File: src/rtl/mux_scan_n_if.sv
// mux_scan_n_if: data, control and status bundle of the scanning mux.
// MUX_SCAN_MASK_EN adds the CH_EN channel-enable vector.
interface mux_scan_n_if #(
   parameter int BITS     = 4,
   parameter int CHANNELS = 8
);
   localparam int SEL_W = $clog2(CHANNELS);

   logic [CHANNELS*BITS-1:0] D;
   logic [SEL_W-1:0]         SEL;
   logic                     MODE;
   logic                     HOLD;
`ifdef MUX_SCAN_MASK_EN
   logic [CHANNELS-1:0]      CH_EN;
`endif
   logic [BITS-1:0]          MUX_OUT;
   logic [SEL_W-1:0]         CH;
   logic                     CH_CHANGE;
   logic                     WRAP;
   logic                     SEL_ERR;

`ifdef MUX_SCAN_MASK_EN
   modport master (
      output D, SEL, MODE, HOLD, CH_EN,
      input  MUX_OUT, CH, CH_CHANGE, WRAP, SEL_ERR
   );
   modport slave (
      input  D, SEL, MODE, HOLD, CH_EN,
      output MUX_OUT, CH, CH_CHANGE, WRAP, SEL_ERR
   );
`else
   modport master (
      output D, SEL, MODE, HOLD,
      input  MUX_OUT, CH, CH_CHANGE, WRAP, SEL_ERR
   );
   modport slave (
      input  D, SEL, MODE, HOLD,
      output MUX_OUT, CH, CH_CHANGE, WRAP, SEL_ERR
   );
`endif
endinterface

File: src/rtl/mux_scan_n.sv
// mux_scan_n: registered N-channel mux, manual select or timed auto-scan.
// MUX_SCAN_MASK_EN: scan skips channels disabled in CH_EN.
module mux_scan_n #(
   parameter int BITS     = 4,
   parameter int CHANNELS = 8,
   parameter int DWELL    = 4
) (
   input  logic        clock,
   input  logic        reset_n,
   mux_scan_n_if.slave bus
);
   localparam int SEL_W = $clog2(CHANNELS);
   localparam int CNT_W = (DWELL > 1) ? $clog2(DWELL) : 1;
   localparam logic [CNT_W-1:0] CNT_LAST = CNT_W'(DWELL - 1);
   localparam logic [SEL_W:0]   NCH      = (SEL_W+1)'(CHANNELS);

   typedef enum logic [1:0] {S_MANUAL, S_SCAN, S_PAUSE} state_t;

   state_t              state_q, state_d;
   logic [SEL_W-1:0]    ch_q, ch_d;
   logic [CNT_W-1:0]    cnt_q, cnt_d, cnt_base;
   logic [BITS-1:0]     out_q, out_d;
   logic                chg_q, chg_d;
   logic                wrap_q, wrap_d;
   logic                err_q, err_d;
   logic [CHANNELS-1:0] en;
   logic                any_en;
   logic                sel_ok;
   logic [SEL_W-1:0]    scan_nxt;
   logic                scan_wrap;
   logic [SEL_W:0]      sum;
   logic [SEL_W-1:0]    idx;
   logic [BITS-1:0]     d_w [CHANNELS];

`ifdef MUX_SCAN_MASK_EN
   assign en = bus.CH_EN;
`else
   assign en = '1;
`endif
   assign any_en = |en;
   assign sel_ok = ({1'b0, bus.SEL} < NCH) && en[bus.SEL];

   // Unpack the flat input bus into one word per channel.
   always_comb begin
      for (int k = 0; k < CHANNELS; k++) begin
         d_w[k] = bus.D[k*BITS +: BITS];
      end
   end

   // Nearest enabled channel above ch_q; flags passing the top index.
   always_comb begin
      scan_nxt  = ch_q;
      scan_wrap = 1'b0;
      sum       = '0;
      idx       = '0;
      for (int i = CHANNELS; i >= 1; i--) begin
         sum = {1'b0, ch_q} + (SEL_W+1)'(i);
         if (sum >= NCH) begin
            idx = SEL_W'(sum - NCH);
         end else begin
            idx = sum[SEL_W-1:0];
         end
         if (en[idx]) begin
            scan_nxt  = idx;
            scan_wrap = (sum >= NCH);
         end
      end
   end

   // Mode decode plus channel, dwell and output next state.
   always_comb begin
      state_d  = S_MANUAL;
      unique case (1'b1)
         !bus.MODE:             state_d = S_MANUAL;
         bus.MODE && !bus.HOLD: state_d = S_SCAN;
         bus.MODE && bus.HOLD:  state_d = S_PAUSE;
      endcase
      cnt_base = (state_q == S_MANUAL) ? '0 : cnt_q;
      ch_d     = ch_q;
      cnt_d    = cnt_base;
      err_d    = 1'b0;
      wrap_d   = 1'b0;
      out_d    = '0;
      unique case (state_d)
         S_MANUAL: begin
            cnt_d = '0;
            if (sel_ok) begin
               ch_d = bus.SEL;
            end else begin
               err_d = 1'b1;
            end
         end
         S_SCAN: begin
            if (any_en) begin
               if (cnt_base == CNT_LAST) begin
                  cnt_d  = '0;
                  ch_d   = scan_nxt;
                  wrap_d = scan_wrap;
               end else begin
                  cnt_d = cnt_base + CNT_W'(1);
               end
            end
         end
         default: ;
      endcase
      out_d = d_w[ch_d];
      if (err_d || (state_d == S_SCAN && !any_en)) begin
         out_d = '1;
      end
      chg_d = (ch_d != ch_q);
   end

   // State, channel and registered outputs.
   always_ff @(posedge clock or negedge reset_n) begin
      if (!reset_n) begin
         state_q <= S_MANUAL;
         ch_q    <= '0;
         cnt_q   <= '0;
         out_q   <= '0;
         chg_q   <= 1'b0;
         wrap_q  <= 1'b0;
         err_q   <= 1'b0;
      end else begin
         state_q <= state_d;
         ch_q    <= ch_d;
         cnt_q   <= cnt_d;
         out_q   <= out_d;
         chg_q   <= chg_d;
         wrap_q  <= wrap_d;
         err_q   <= err_d;
      end
   end

   assign bus.MUX_OUT   = out_q;
   assign bus.CH        = ch_q;
   assign bus.CH_CHANGE = chg_q;
   assign bus.WRAP      = wrap_q;
   assign bus.SEL_ERR   = err_q;
endmodule
File: src/flat_wrapper.sv
// flat-port wrapper written by rule: the top's interface ports become plain ports
module mux_scan_n_flat 
#(
   parameter int BITS     = 4,
   parameter int CHANNELS = 8,
   parameter int DWELL    = 4
)
  (clock, reset_n, bus_D, bus_SEL, bus_MODE, bus_HOLD, bus_MUX_OUT, bus_CH, bus_CH_CHANGE, bus_WRAP, bus_SEL_ERR);
  mux_scan_n_if #(.BITS(BITS), .CHANNELS(CHANNELS)) bus_i ();
  input  logic clock;
  input  logic reset_n;
  input wire logic [$bits(bus_i.D)-1:0] bus_D;
  input wire logic [$bits(bus_i.SEL)-1:0] bus_SEL;
  input wire logic [$bits(bus_i.MODE)-1:0] bus_MODE;
  input wire logic [$bits(bus_i.HOLD)-1:0] bus_HOLD;
  output wire logic [$bits(bus_i.MUX_OUT)-1:0] bus_MUX_OUT;
  output wire logic [$bits(bus_i.CH)-1:0] bus_CH;
  output wire logic [$bits(bus_i.CH_CHANGE)-1:0] bus_CH_CHANGE;
  output wire logic [$bits(bus_i.WRAP)-1:0] bus_WRAP;
  output wire logic [$bits(bus_i.SEL_ERR)-1:0] bus_SEL_ERR;
  assign bus_i.D = bus_D;
  assign bus_i.SEL = bus_SEL;
  assign bus_i.MODE = bus_MODE;
  assign bus_i.HOLD = bus_HOLD;
  assign bus_MUX_OUT = bus_i.MUX_OUT;
  assign bus_CH = bus_i.CH;
  assign bus_CH_CHANGE = bus_i.CH_CHANGE;
  assign bus_WRAP = bus_i.WRAP;
  assign bus_SEL_ERR = bus_i.SEL_ERR;
  mux_scan_n #(.BITS(BITS), .CHANNELS(CHANNELS), .DWELL(DWELL)) u_core (.clock(clock), .reset_n(reset_n), .bus(bus_i));
endmodule
File: config.mk
export PLATFORM = sky130hd
export DESIGN_NAME = mux_scan_n_flat
export DESIGN_NICKNAME = d
export VERILOG_FILES = /design/src/rtl/mux_scan_n_if.sv /design/src/rtl/mux_scan_n.sv /design/src/flat_wrapper.sv
export SDC_FILE = /design/constraint.sdc
export NUM_CORES = 1
export LEC_CHECK = 0
export CORE_MARGIN = 4
export CORE_UTILIZATION = 41
export CTS_CLUSTER_SIZE = 12
export DETAILED_ROUTE_END_ITERATION = 8
export GPL_ROUTABILITY_DRIVEN = 0
export PLACE_DENSITY = 0.92
export SETUP_SLACK_MARGIN = 0.1
export SLEW_MARGIN = 20
export SYNTH_ARGS = -nofsm -noshare
export SYNTH_HDL_FRONTEND = slang
export SYNTH_SLANG_ARGS = --single-unit
File: constraint.sdc
create_clock -name clock -period 4.3 [get_ports clock]
set_clock_uncertainty 0.15 [all_clocks]
set_input_delay 0.86 -clock clock [delete_from_list [all_inputs] [get_ports clock]]
set_output_delay 0.86 -clock clock [all_outputs]
set_load 0.02 [all_outputs]
# Word level (Yosys, flattened, before mapping)

Memories as Yosys holds them, arrays and structs flattened.
Cells that the tools add are included.

Bits in registers: 14
Latch bits: 0
RAM bits: 0
Memory bits (read-only): 72
Output and inout bits: 10
Logic and storage cells: 109
Memories kept: 9

Add/sub/neg operators: 17
Multipliers: 0
Divide/modulo/power cells: 0
$lt $le $gt $ge: 18
Equal/unequal tests: 3
Shifts and indexed selects: 0
Multiplexer cells: 48
Bitwise logic cells: 1
Reductions and logical operators: 6

Memory list:

| name             | words | bits a word | rd ports | clocked after Yosys merged registers in | write ports | RTL line         | text |
|---|---|---|---|---|---|---|---|
| (name not given) | 8     | 1           | 1        | 0                                       | 0           | mux_scan_n.sv:63 | `if (en[idx]) begin` |
| (name not given) | 8     | 1           | 1        | 0                                       | 0           | mux_scan_n.sv:63 |  |
| (name not given) | 8     | 1           | 1        | 0                                       | 0           | mux_scan_n.sv:63 |  |
| (name not given) | 8     | 1           | 1        | 0                                       | 0           | mux_scan_n.sv:63 |  |
| (name not given) | 8     | 1           | 1        | 0                                       | 0           | mux_scan_n.sv:63 |  |
| (name not given) | 8     | 1           | 1        | 0                                       | 0           | mux_scan_n.sv:63 |  |
| +3 memories      | n/a   | n/a         | n/a      | n/a                                     | n/a         | n/a              |  |

Operators with widths:

| operator                                                               | number |
|---|---|
| 3-bit two-way mux                                                      | 18 |
| 4-bit >= comparator (second input constant)                            | 9 |
| 3-bit by 4-bit < comparator with 1-bit output (second input constant)  | 9 |
| 3-bit by 1-bit subtractor with 3-bit output (second input constant)    | 8 |
| 1-bit two-way mux                                                      | 21 |
| 3-bit by 3-bit adder with 4-bit output (second input constant)         | 4 |
| 4-bit binary-select mux with 3-bit select                              | 1 |
| 4-bit two-way mux                                                      | 3 |
| 3-bit by 2-bit adder with 4-bit output (second input constant)         | 2 |
| 2-bit case mux with 3 select lines                                     | 1 |
| 3-bit case mux with 2 select lines                                     | 1 |
| 3-bit by 1-bit adder with 4-bit output (second input constant)         | 1 |
| 3-bit by 4-bit adder with 4-bit output (second input constant)         | 1 |
| 2-bit zero test                                                        | 2 |
| 2-bit two-way mux                                                      | 2 |
| 3-bit NOT with 4-bit output                                            | 1 |
| 2-bit case mux with 2 select lines                                     | 1 |
| 3-bit != test                                                          | 1 |
| 2-bit by 1-bit adder with 2-bit output (second input constant)         | 1 |
| 2-bit by 1-bit equality test with 1-bit output (second input constant) | 1 |
| 2-bit equality test (second input constant)                            | 1 |
| 1-bit logical AND                                                      | 2 |
| 1-bit zero test                                                        | 2 |

# Depth between registers and ports, before layout

Gate-level depths: netlist of the first run.

Depth after elaboration: 20
Depth in mapped cells: 9
Depth with buffers taken out: 8

# Worst setup path before layout of the first run

Ideal clock, no wire load.

Kind: input to register
Start: in bus_MODE
End: reg u_core.out_q[0], in the netlist u_core.bus.MUX_OUT[0]
Library setup time: 120 ps
Data arrival time: 1,974 ps
Required time: 4,030 ps
Setup slack: 2,055 ps
Stages on the path: 7
Cell sequence: and2_1 -> a221oi_2 -> buf_6 -> buf_12 -> mux2i_1 -> nand3_1 -> and4_1

Word-level cells in the longest chain between the ends: 9
Elaborated cells between the ends (all ways): 13

Ends and longest elaborated chain:

| item                                                                                     | RTL line           | text |
|---|---|---|
| from (decl)                                                                              | flat_wrapper.sv:14 | `input wire logic [$bits(bus_i.MODE)-1:0] bus_MODE;` |
| 1-bit logical AND, or another cell as far along                                          | mux_scan_n.sv:76   | `bus.MODE && bus.HOLD: state_d = S_PAUSE;` |
| 2-bit case mux with 3 select lines (*)                                                   | mux_scan_n.sv:73   | `unique case (1'b1)` |
| 2-bit by 1-bit equality test with 1-bit output / 2-bit zero test (equally long branches) | n/a                |  |
| 3-bit case mux with 2 select lines                                                       | mux_scan_n.sv:84   | `unique case (state_d)` |
| 3-bit NOT with 4-bit output (implied by the code)                                        | mux_scan_n.sv:106  | `out_d = d_w[ch_d];` |
| 4-bit binary-select mux with 3-bit select                                                | mux_scan_n.sv:106  |  |
| 4-bit two-way mux (implied by the code) (2 in series)                                    | mux_scan_n.sv:106  |  |
| 4-bit two-way mux (*)                                                                    | mux_scan_n.sv:107  | `if (err_d \|\| (state_d == S_SCAN && !any_en)) begin` |
| via u_core.out_d[0]                                                                      | mux_scan_n.sv:22   | `logic [BITS-1:0] out_q, out_d;` |
| to (signal assigned)                                                                     | mux_scan_n.sv:127  | `out_q <= out_d;` |
| to (decl)                                                                                | mux_scan_n.sv:22   |  |

The timed path passes the listed nets; every way through them passes the cells marked *. The select of a mux whose other input is x is not followed.

# Final worst setup path of the first run

Start: in bus_MODE
End: reg u_core.out_q[1], in the netlist u_core.bus.MUX_OUT[1]

The elaborated chain is that of the path after synthesis.

==> flow_metrics.py, run 1 <==
metrics = {
    "clock_network": {
        "hold_buffers": 0,
        "cts_setup_buffers": 0,
        "clockBufferDepth": 2,
        "htreeDepth": 1,
        "clock_latency_ns": 0.27,
        "cts_tree": "done",
        "cts_resized": 0,
        "cts_root_buffer": "clkbuf_4",
        "cts.clk_slew.worst_paths_ns": 0.07,
        "cts.sinks": 13,
        "cts_buffers": 3,
    },
    "yosys": {
        "ys_ff_latch": 13,
        "synth_cells": 86,
        "synth_commonest_cells": "18 x mux2i_1, 17 x nand3_1, 13 x dfrtp_1",
        "syn-mean-instance-area_sq_um": 10.3,
        "async_flop_share_pct": 100,
        "synth.cell_area_sq_um": 882,
        "synth-main-ff-cell": "dfrtp_1",
        "yosysSeqAreaShare_pct": 36.9,
        "synthesis.nets": 127,
        "synth_cell_type_count": 24,
        "yosysMostFrequentCell": "mux2i_1",
        "yosysWarnings": 0,
        "synth-edff-count": 0,
        "synth_top_area_share_pct": 36.9,
        "synthTopCellsByArea": "dfrtp_1 37%, mux2i_1 20%, nand3_1 9.6%",
        "synth_area_leader_cell": "dfrtp_1",
    },
    "finish": {
        "drive_gt1_share_pct": 8.27,
        "layout.cells.non_filler": 160,
        "synthToLayoutAreaGrowth_pct": 55.6,
        "n_fill_cell": 160,
        "nets": 175,
        "ff_latch_area_sq_um": 325,
        "multi_input_area_sq_um": 494,
        "n_antenna_cell": 0,
    },
    "worst_setup_path": {
        "cp.arrival_ns": 2.76,
        "critPathMaxFanout": 18,
        "cp-end-kind": "register",
        "critical_path_class": "in -> reg",
        "crit_slowest_cell": "clkdlybuf4s50_1",
        "required_ns": 4.30,
        "slowest_delay_ns": 0.53,
        "path_cells": "clkdlybuf4s50_1 -> and2_1 -> a221oi_2 -> buf_4 -> mux2i_1 -> nand3_1 -> and4_1",
        "critPathLaunchType": "input pin",
    },
    "floorplanning": {
        "die_y_um": 54.4,
        "core_area_sq_um": 2000,
        "rows": 16,
        "initial_core_util_pct": 44.1,
        "die_w_um": 54.4,
        "io_pins": 49,
        "dieArea_sq_um": 2960,
    },
    "routing": {
        "drc_errors": 0,
        "wl_per_cell_um": 13.7,
        "drt_iter0_drc": 2,
        "ant_nets": 0,
        "via_per_inst": 5.14,
        "vias": 822,
        "drt_pass1_iterations": 4,
        "route.final.wire_length_mm": 2.19,
    },
    "pwr": {
        "power.switching_mw": 0.103,
        "switching_share_pct": 29.4,
        "cellInternalPower_mw": 0.247,
        "cellPowerDensity_nw_per_um2": 255,
        "ir_worst_vdd_mv": 0.143,
        "p_clk_share_pct": 20.6,
        "p_leak_nw": 0.612,
        "seqPwrFrac_pct": 40.7,
        "comb_power_share_pct": 38.8,
        "p_total_mw": 0.349,
    },
    "timing": {
        "slew_headroom_pct": 64.5,
        "setup_tns_ns": 0,
        "fmax_mhz": 363,
        "worstMarginPinSlew_ns": 0.531,
        "hold_viol_final": 0,
        "setup_violations": 0,
        "report.final.slew_viol_count": 0,
        "rsz0062_at_grt": "no",
        "period_minus_slack_ns": 2.76,
        "final.period_utilization_pct": 64.1,
    },
    "global_routing": {
        "grt_max_degree": 19,
        "grt_pass1_wl_mm": 3.16,
        "grt-ovfl-total": 0,
        "grtUsageTotal_pct": 14.8,
        "antenna_found_initial": 0,
        "grt_pass1_vias": 766,
    },
    "job": {
        "max_cap_viol_count": 0,
    },
    "placed_design": {
        "dp_cells": 156,
        "hpwl_mm": 1.79,
        "io_buffer_count": 47,
    },
    "outcome": {
        "status": "completed",
    },
    "hold_path": {
        "hold_class": "reg -> reg",
    },
}
==> worst max-delay path: cells and delay by family <==
kind	cells	cell delay, ns
compound gates	1	0.24
buf+inv	2	0.87
mux	1	0.23
simple gates	3	0.55
==> final timing paths <==
check | slack [ns] | end | startpoint | cells after the start
worst max-delay path | 1.54 | u_core.bus.MUX_OUT[1] | bus_MODE | 7
worst min-delay path | 0.46 | u_core.bus.WRAP | u_core.bus.CH[2] | 2
worst max register to register | 1.89 | u_core.bus.MUX_OUT[1] | u_core.state_q[1] | 8
worst min register to register | 0.46 | u_core.bus.WRAP | u_core.bus.CH[2] | 2
max in group asynchronous | 2.86 | u_core.bus.MUX_OUT[1] | reset_n | 1
min in group asynchronous | 0.79 | u_core.state_q[1] | reset_n | 1
==> flip-flops by register name, indices dropped and copies added, names as in the netlist <==
signal and cells:
u_core.bus.CH_CHANGE 1, u_core.cnt_q 2, u_core.bus.WRAP 1, u_core.bus.CH 3, u_core.state_q 2, u_core.bus.MUX_OUT 4
==> cell families (layout without fill, tap and decap cells) <==
kind of cell	after synthesis	in the layout	share of synthesized area [%]
AO/OA/AOI/OAI	7	7	6.52
other	1	1	0.425
XOR/XNOR	4	4	3.97
multiplexers	18	18	20.4
buffers and inverters	9	56	7.09
flip-flops	13	13	36.9
adder cells (fa/ha/maj)	2	2	2.84
AND/OR/NAND/NOR	32	32	21.8
==> per-stage QoR <==
stage / instance area, sq um / hold WS, ns / util [%] / worst slack, ns
3_5_place_dp: 1350 / 0.447 / 67.3 / 1.27
5_1_grt: 1370 / 0.486 / 68.6 / 1.43
2_1_floorplan: 882 / 0.414 / - / 2.06
6_report: 1370 / 0.458 / 68.6 / 1.54
3_3_place_gp: 1350 / 0.441 / 67.3 / 1.35
4_1_cts: 1370 / 0.461 / 68.6 / 1.55
==> cell type report <==
cell class              instances  share of cell area (%)
flip-flops and latches         13                    23.7
inverters                       4                    1.09
multi-input cells              64                    36.0
well taps                      27                    2.46
repair buffers                 48                    34.8
clock buffers                   4                    1.91
==> power by group through the flow <==
stage	Clock, mW	Sequential [mW]	Combinational, mW
floorplan	0	0.157	0.0572
global placement	0	0.144	0.133
detailed placement	0	0.145	0.136
finish	0.0719	0.142	0.135
global route	0.0807	0.143	0.145
CTS	0.0726	0.142	0.137
==> per-layer routing <==
layer	GRT usage [%]	wire, um	share of wire [%]
met1	16.1	851	39
met4	8.71	49	2.2
met5	0	0	0
met2	27.7	1170	54
met3	0.817	116	5.3
==> layout by cell type, fill, tap and decap left out, drive strengths merged, types with 2 or more instances in the layout <==
master	n
ha	2
nand3	17
clkbuf	4
inv	4
mux2i	18
xor2	2
and4	4
clkdlybuf4s50	47
a21o	2
o21a	2
nor2	6
xnor2	2
dfrtp	13
and2	2
(Power assumes the default switching activity.)
==> inputs of run 2 (changes only) <==
- CORE_UTILIZATION: 41 -> 38
- PLACE_DENSITY: 0.92 -> 0.86
- clock period: 4.3 -> 2.65 ns (I/O delays scaled with it)
==> flow_metrics.py, run 2 (same netlist as run 1, synthesis figures left out) <==
metrics = {
    "clock_network": {
        "cts_setup_buffers": 0,
        "cts_buffers": 3,
        "cts_resized": 0,
        "cts_root_buffer": "clkbuf_4",
        "cts_tree": "done",
        "cts.clk_slew.worst_paths_ns": 0.07,
        "hold_buffers": 0,
        "clockBufferDepth": 2,
        "cts.sinks": 13,
        "clock_latency_ns": 0.28,
        "htreeDepth": 1,
    },
    "finish": {
        "most-common-layout-cells": "47 x clkdlybuf4s50_1, 18 x mux2i_1, 17 x nand3_1",
        "synthToLayoutAreaGrowth_pct": 61.0,
        "layout_commonest_cell": "clkdlybuf4s50_1",
        "final_util_pct": 64.2,
        "n_antenna_cell": 0,
        "nets": 178,
        "final_area_sq_um": 1420,
        "drive_gt1_share_pct": 10.3,
        "largest_reg_flops": 4,
    },
    "floorplanning": {
        "die_y_um": 56.2,
        "io_pins": 49,
        "dieArea_sq_um": 3160,
        "initial_core_util_pct": 39.9,
        "core_area_sq_um": 2210,
        "rows": 17,
        "die_w_um": 56.2,
    },
    "timing": {
        "worstMarginPinSlew_ns": 0.587,
        "setup_violations": 0,
        "period_minus_slack_ns": 2.29,
        "slew_headroom_pct": 60.8,
        "report.final.slew_viol_count": 0,
        "rsz0062_at_grt": "no",
        "final.period_utilization_pct": 86.5,
        "setup_tns_ns": 0,
        "hold_viol_final": 0,
        "fmax_mhz": 436,
    },
    "pwr": {
        "power.switching_mw": 0.173,
        "switching_share_pct": 29.7,
        "cellPowerDensity_nw_per_um2": 409,
        "seqPwrFrac_pct": 39.6,
        "p_clk_share_pct": 21.1,
        "p_leak_nw": 0.636,
        "cellInternalPower_mw": 0.408,
        "comb_power_share_pct": 39.2,
        "ir_worst_vdd_mv": 0.257,
    },
    "worst_setup_path": {
        "cp.arrival_ns": 2.31,
        "critPathLaunchType": "register",
        "critPathMaxFanout": 18,
        "required_ns": 2.67,
        "cp-end-kind": "register",
        "critical_path_class": "reg -> reg",
        "reg2reg_depth": 8,
        "rrSetupSlack_ns": 0.36,
    },
    "global_routing": {
        "antenna_found_initial": 0,
        "grt-ovfl-total": 0,
        "grtUsageTotal_pct": 13.7,
        "grt_max_degree": 19,
        "grt_pass1_vias": 896,
        "grt_pass1_wl_mm": 3.50,
    },
    "routing": {
        "route.final.wire_length_mm": 2.15,
        "drc_errors": 0,
        "vias": 831,
        "drt_iter0_drc": 11,
        "via_per_inst": 5.07,
        "drt_pass1_iterations": 4,
        "wl_per_cell_um": 13.1,
        "ant_nets": 0,
    },
    "hold_path": {
        "hold_class": "reg -> reg",
        "hold_depth": 2,
    },
    "placed_design": {
        "io_buffer_count": 47,
        "hpwl_mm": 1.76,
        "place_area_sq_um": 1390,
    },
    "job": {
        "max_cap_viol_count": 0,
    },
    "outcome": {
        "status": "completed",
    },
}
==> run 2: changes by cell type in the layout (fill, tap and decap cells not counted), sizes merged <==
cell and delta:
buf +3
==> run 2: area by class of cell <==
type | instances | area, sq um
fill | 187 | 792
timing repair buffer | 51 | 513
multi-input combinational | 64 | 505
sequential | 13 | 325
tap | 28 | 35.0
clock buffer | 4 | 26.3
inverter | 4 | 15.0
==> run 2: power groups by stage <==
stage | clock, mW | combinational, mW | sequential [mW]
after global routing | 0.137 | 0.245 | 0.234
after detailed placement | 0 | 0.229 | 0.234
after global placement | 0 | 0.224 | 0.235
final | 0.123 | 0.228 | 0.230
after floorplan | 0 | 0.0928 | 0.255
after CTS | 0.126 | 0.230 | 0.231
==> run 2: layer usage <==
| layer | vias up | track usage (%) | wire length (um) |
|---|---|---|---|
| met5 | - | 0 | 0 |
| met4 | 0 | 6.10 | 32 |
| met3 | 6 | 3.71 | 225 |
| met2 | 43 | 25.9 | 1040 |
| met1 | 372 | 13.7 | 850 |
| li1 | 410 | - | - |
==> run 2: critical path, cell delays in order (launching register included) <==
cell and delay (ns):
dfrtp_1 0.38, o21a_1 0.21, ha_1 0.26, nor4bb_2 0.20
a221oi_4 0.23, buf_12 0.21, mux2i_1 0.22, nand3_1 0.09
and4_1 0.22
==> run 2: path summary, 6_finish.rpt <==
kind,start,to
max,u_core.state_q[1],u_core.bus.MUX_OUT[2]
min,u_core.bus.CH[2],u_core.bus.WRAP
max reg2reg,u_core.state_q[1],u_core.bus.MUX_OUT[2]
min reg2reg,u_core.bus.CH[2],u_core.bus.WRAP
max in group asynchronous,reset_n,u_core.bus.MUX_OUT[3]
min in group asynchronous,reset_n,u_core.bus.CH[2]
==> run 2: stage by stage <==
step                hold slack, ns  std cells  power [mW]  worst slack [ns]
detailed placement           0.442        160       0.463             0.143
global route                 0.492        164       0.615             0.255
global placement             0.437        160       0.459             0.183
floorplan                   0.0844         86       0.348             0.475
finish                       0.452        164       0.581             0.357
CTS                          0.453        164       0.587             0.368
==> inputs of run 3 (changes only) <==
- CTS_BUF_LIST: not set -> sky130_fd_sc_hd__clkbuf_4 sky130_fd_sc_hd__clkbuf_8 sky130_fd_sc_hd__clkbuf_16
==> flow_metrics.py, run 3 (same netlist as run 1, synthesis figures left out) <==
metrics = {
    "floorplanning": {
        "core_area_sq_um": 2210,
        "initial_core_util_pct": 39.9,
        "die_y_um": 56.2,
        "die_w_um": 56.2,
        "rows": 17,
        "dieArea_sq_um": 3160,
        "io_pins": 49,
    },
    "worst_setup_path": {
        "path_cells": "o21a_1 -> ha_1 -> nor4bb_2 -> a221oi_4 -> buf_12 -> mux2i_1 -> nand3_1 -> and4_1",
        "critPathLaunchType": "register",
        "worst-path-buf-inv": 1,
        "critPathMaxFanout": 18,
        "crit_family": "simple AND/OR/NAND/NOR gates",
        "slowest_delay_ns": 0.38,
        "critical_path_class": "reg -> reg",
        "cp.arrival_ns": 2.30,
        "crit_slowest_cell": "dfrtp_1",
        "cp-end-kind": "register",
        "required_ns": 2.67,
    },
    "pwr": {
        "p_leak_nw": 0.639,
        "cellPowerDensity_nw_per_um2": 416,
        "ir_worst_vdd_mv": 0.257,
    },
    "clock_network": {
        "clock_latency_ns": 0.28,
        "cts_root_buffer": "clkbuf_4",
        "cts_buffers": 3,
        "cts.sinks": 13,
        "cts_resized": 0,
        "cts_tree": "done",
        "clockBufferDepth": 2,
        "cts_setup_buffers": 0,
        "cts.clk_slew.worst_paths_ns": 0.08,
        "htreeDepth": 1,
        "hold_buffers": 0,
    },
    "timing": {
        "setup_violations": 0,
        "hold_viol_final": 0,
        "fmax_mhz": 439,
        "report.final.slew_viol_count": 0,
        "setup_tns_ns": 0,
        "slew_headroom_pct": 60.8,
        "period_minus_slack_ns": 2.28,
        "worstMarginPinSlew_ns": 0.587,
        "rsz0062_at_grt": "no",
        "final.period_utilization_pct": 86.0,
    },
    "routing": {
        "route.final.wire_length_mm": 2.12,
        "vias": 827,
        "wl_per_cell_um": 13.0,
        "drc_errors": 0,
        "ant_nets": 0,
        "via_per_inst": 5.04,
        "drt_iter0_drc": 10,
        "drt_pass1_iterations": 4,
    },
    "finish": {
        "n_antenna_cell": 0,
        "multi_input_area_sq_um": 505,
        "nets": 178,
        "n_fill_cell": 188,
        "ff_latch_area_sq_um": 325,
        "most-common-layout-cells": "47 x clkdlybuf4s50_1, 18 x mux2i_1, 17 x nand3_1",
        "synthToLayoutAreaGrowth_pct": 61.4,
        "final_area_sq_um": 1420,
        "largest_reg_flops": 4,
        "layout_commonest_cell": "clkdlybuf4s50_1",
        "drive_gt1_share_pct": 11.0,
    },
    "global_routing": {
        "grt_max_degree": 19,
        "grtUsageTotal_pct": 13.6,
        "antenna_found_initial": 0,
        "grt_pass1_wl_mm": 3.48,
        "grt-ovfl-total": 0,
        "grt_pass1_vias": 890,
    },
    "placed_design": {
        "place_area_sq_um": 1390,
        "io_buffer_count": 47,
        "hpwl_mm": 1.76,
    },
    "job": {
        "max_cap_viol_count": 0,
    },
    "hold_path": {
        "hold_class": "reg -> reg",
    },
    "outcome": {
        "status": "completed",
    },
}
run 3: where the power goes:
| part | internal [mW] | switching (mW) |
|---|---|---|
| Combinational | 0.131 | 0.0965 |
| Sequential | 0.219 | 0.0116 |
| Clock | 0.0687 | 0.0654 |
| Total | 0.419 | 0.174 |
run 3: worst min-delay path, stage by stage (launching register included):
cell and delay, ns:
dfrtp_1 0.44, nand3_1 0.09, nor2_1 0.04
run 3: layout make-up:
cell class / instances / area share, %
well taps: 28 / 2.46
multi-input cells: 64 / 35.5
clock buffers: 4 / 2.11
inverters: 4 / 1.05
flip-flops and latches: 13 / 22.8
repair buffers: 51 / 36.0
run 3: path summary, 6_finish.rpt:
| path | slack, ns | depth (start not counted) | start | endpoint |
|---|---|---|---|---|
| worst min register to register | 0.45 | 2 | u_core.bus.CH[2] | u_core.bus.WRAP |
| worst max-delay path | 0.37 | 8 | u_core.state_q[1] | u_core.bus.MUX_OUT[2] |
| worst min-delay path | 0.45 | 2 | u_core.bus.CH[2] | u_core.bus.WRAP |
| max in group asynchronous | 1.50 | 1 | reset_n | u_core.bus.MUX_OUT[3] |
| min in group asynchronous | 0.47 | 1 | reset_n | u_core.state_q[1] |
| worst max register to register | 0.37 | 8 | u_core.state_q[1] | u_core.bus.MUX_OUT[2] |
run 3: metrics by stage:
stage                     cells  hold slack [ns]  util [%]  setup slack (ns)  power [mW]
after floorplan              86           0.0844         -             0.475       0.348
after global placement      160            0.437      63.0             0.183       0.459
after detailed placement    160            0.442      63.0             0.143       0.463
after CTS                   164            0.453      64.4             0.366       0.598
after global routing        164            0.492      64.4             0.255       0.627
final                       164            0.453      64.4             0.372       0.592
run 3: metal layers:
layer / track usage (%) / routed length, um / vias up
met4: 6.10 / 20 / 0
met2: 25.5 / 1060 / 40
met5: 0 / 0 / -
met3: 3.71 / 214 / 4
li1: - / - / 408
met1: 13.8 / 833 / 375
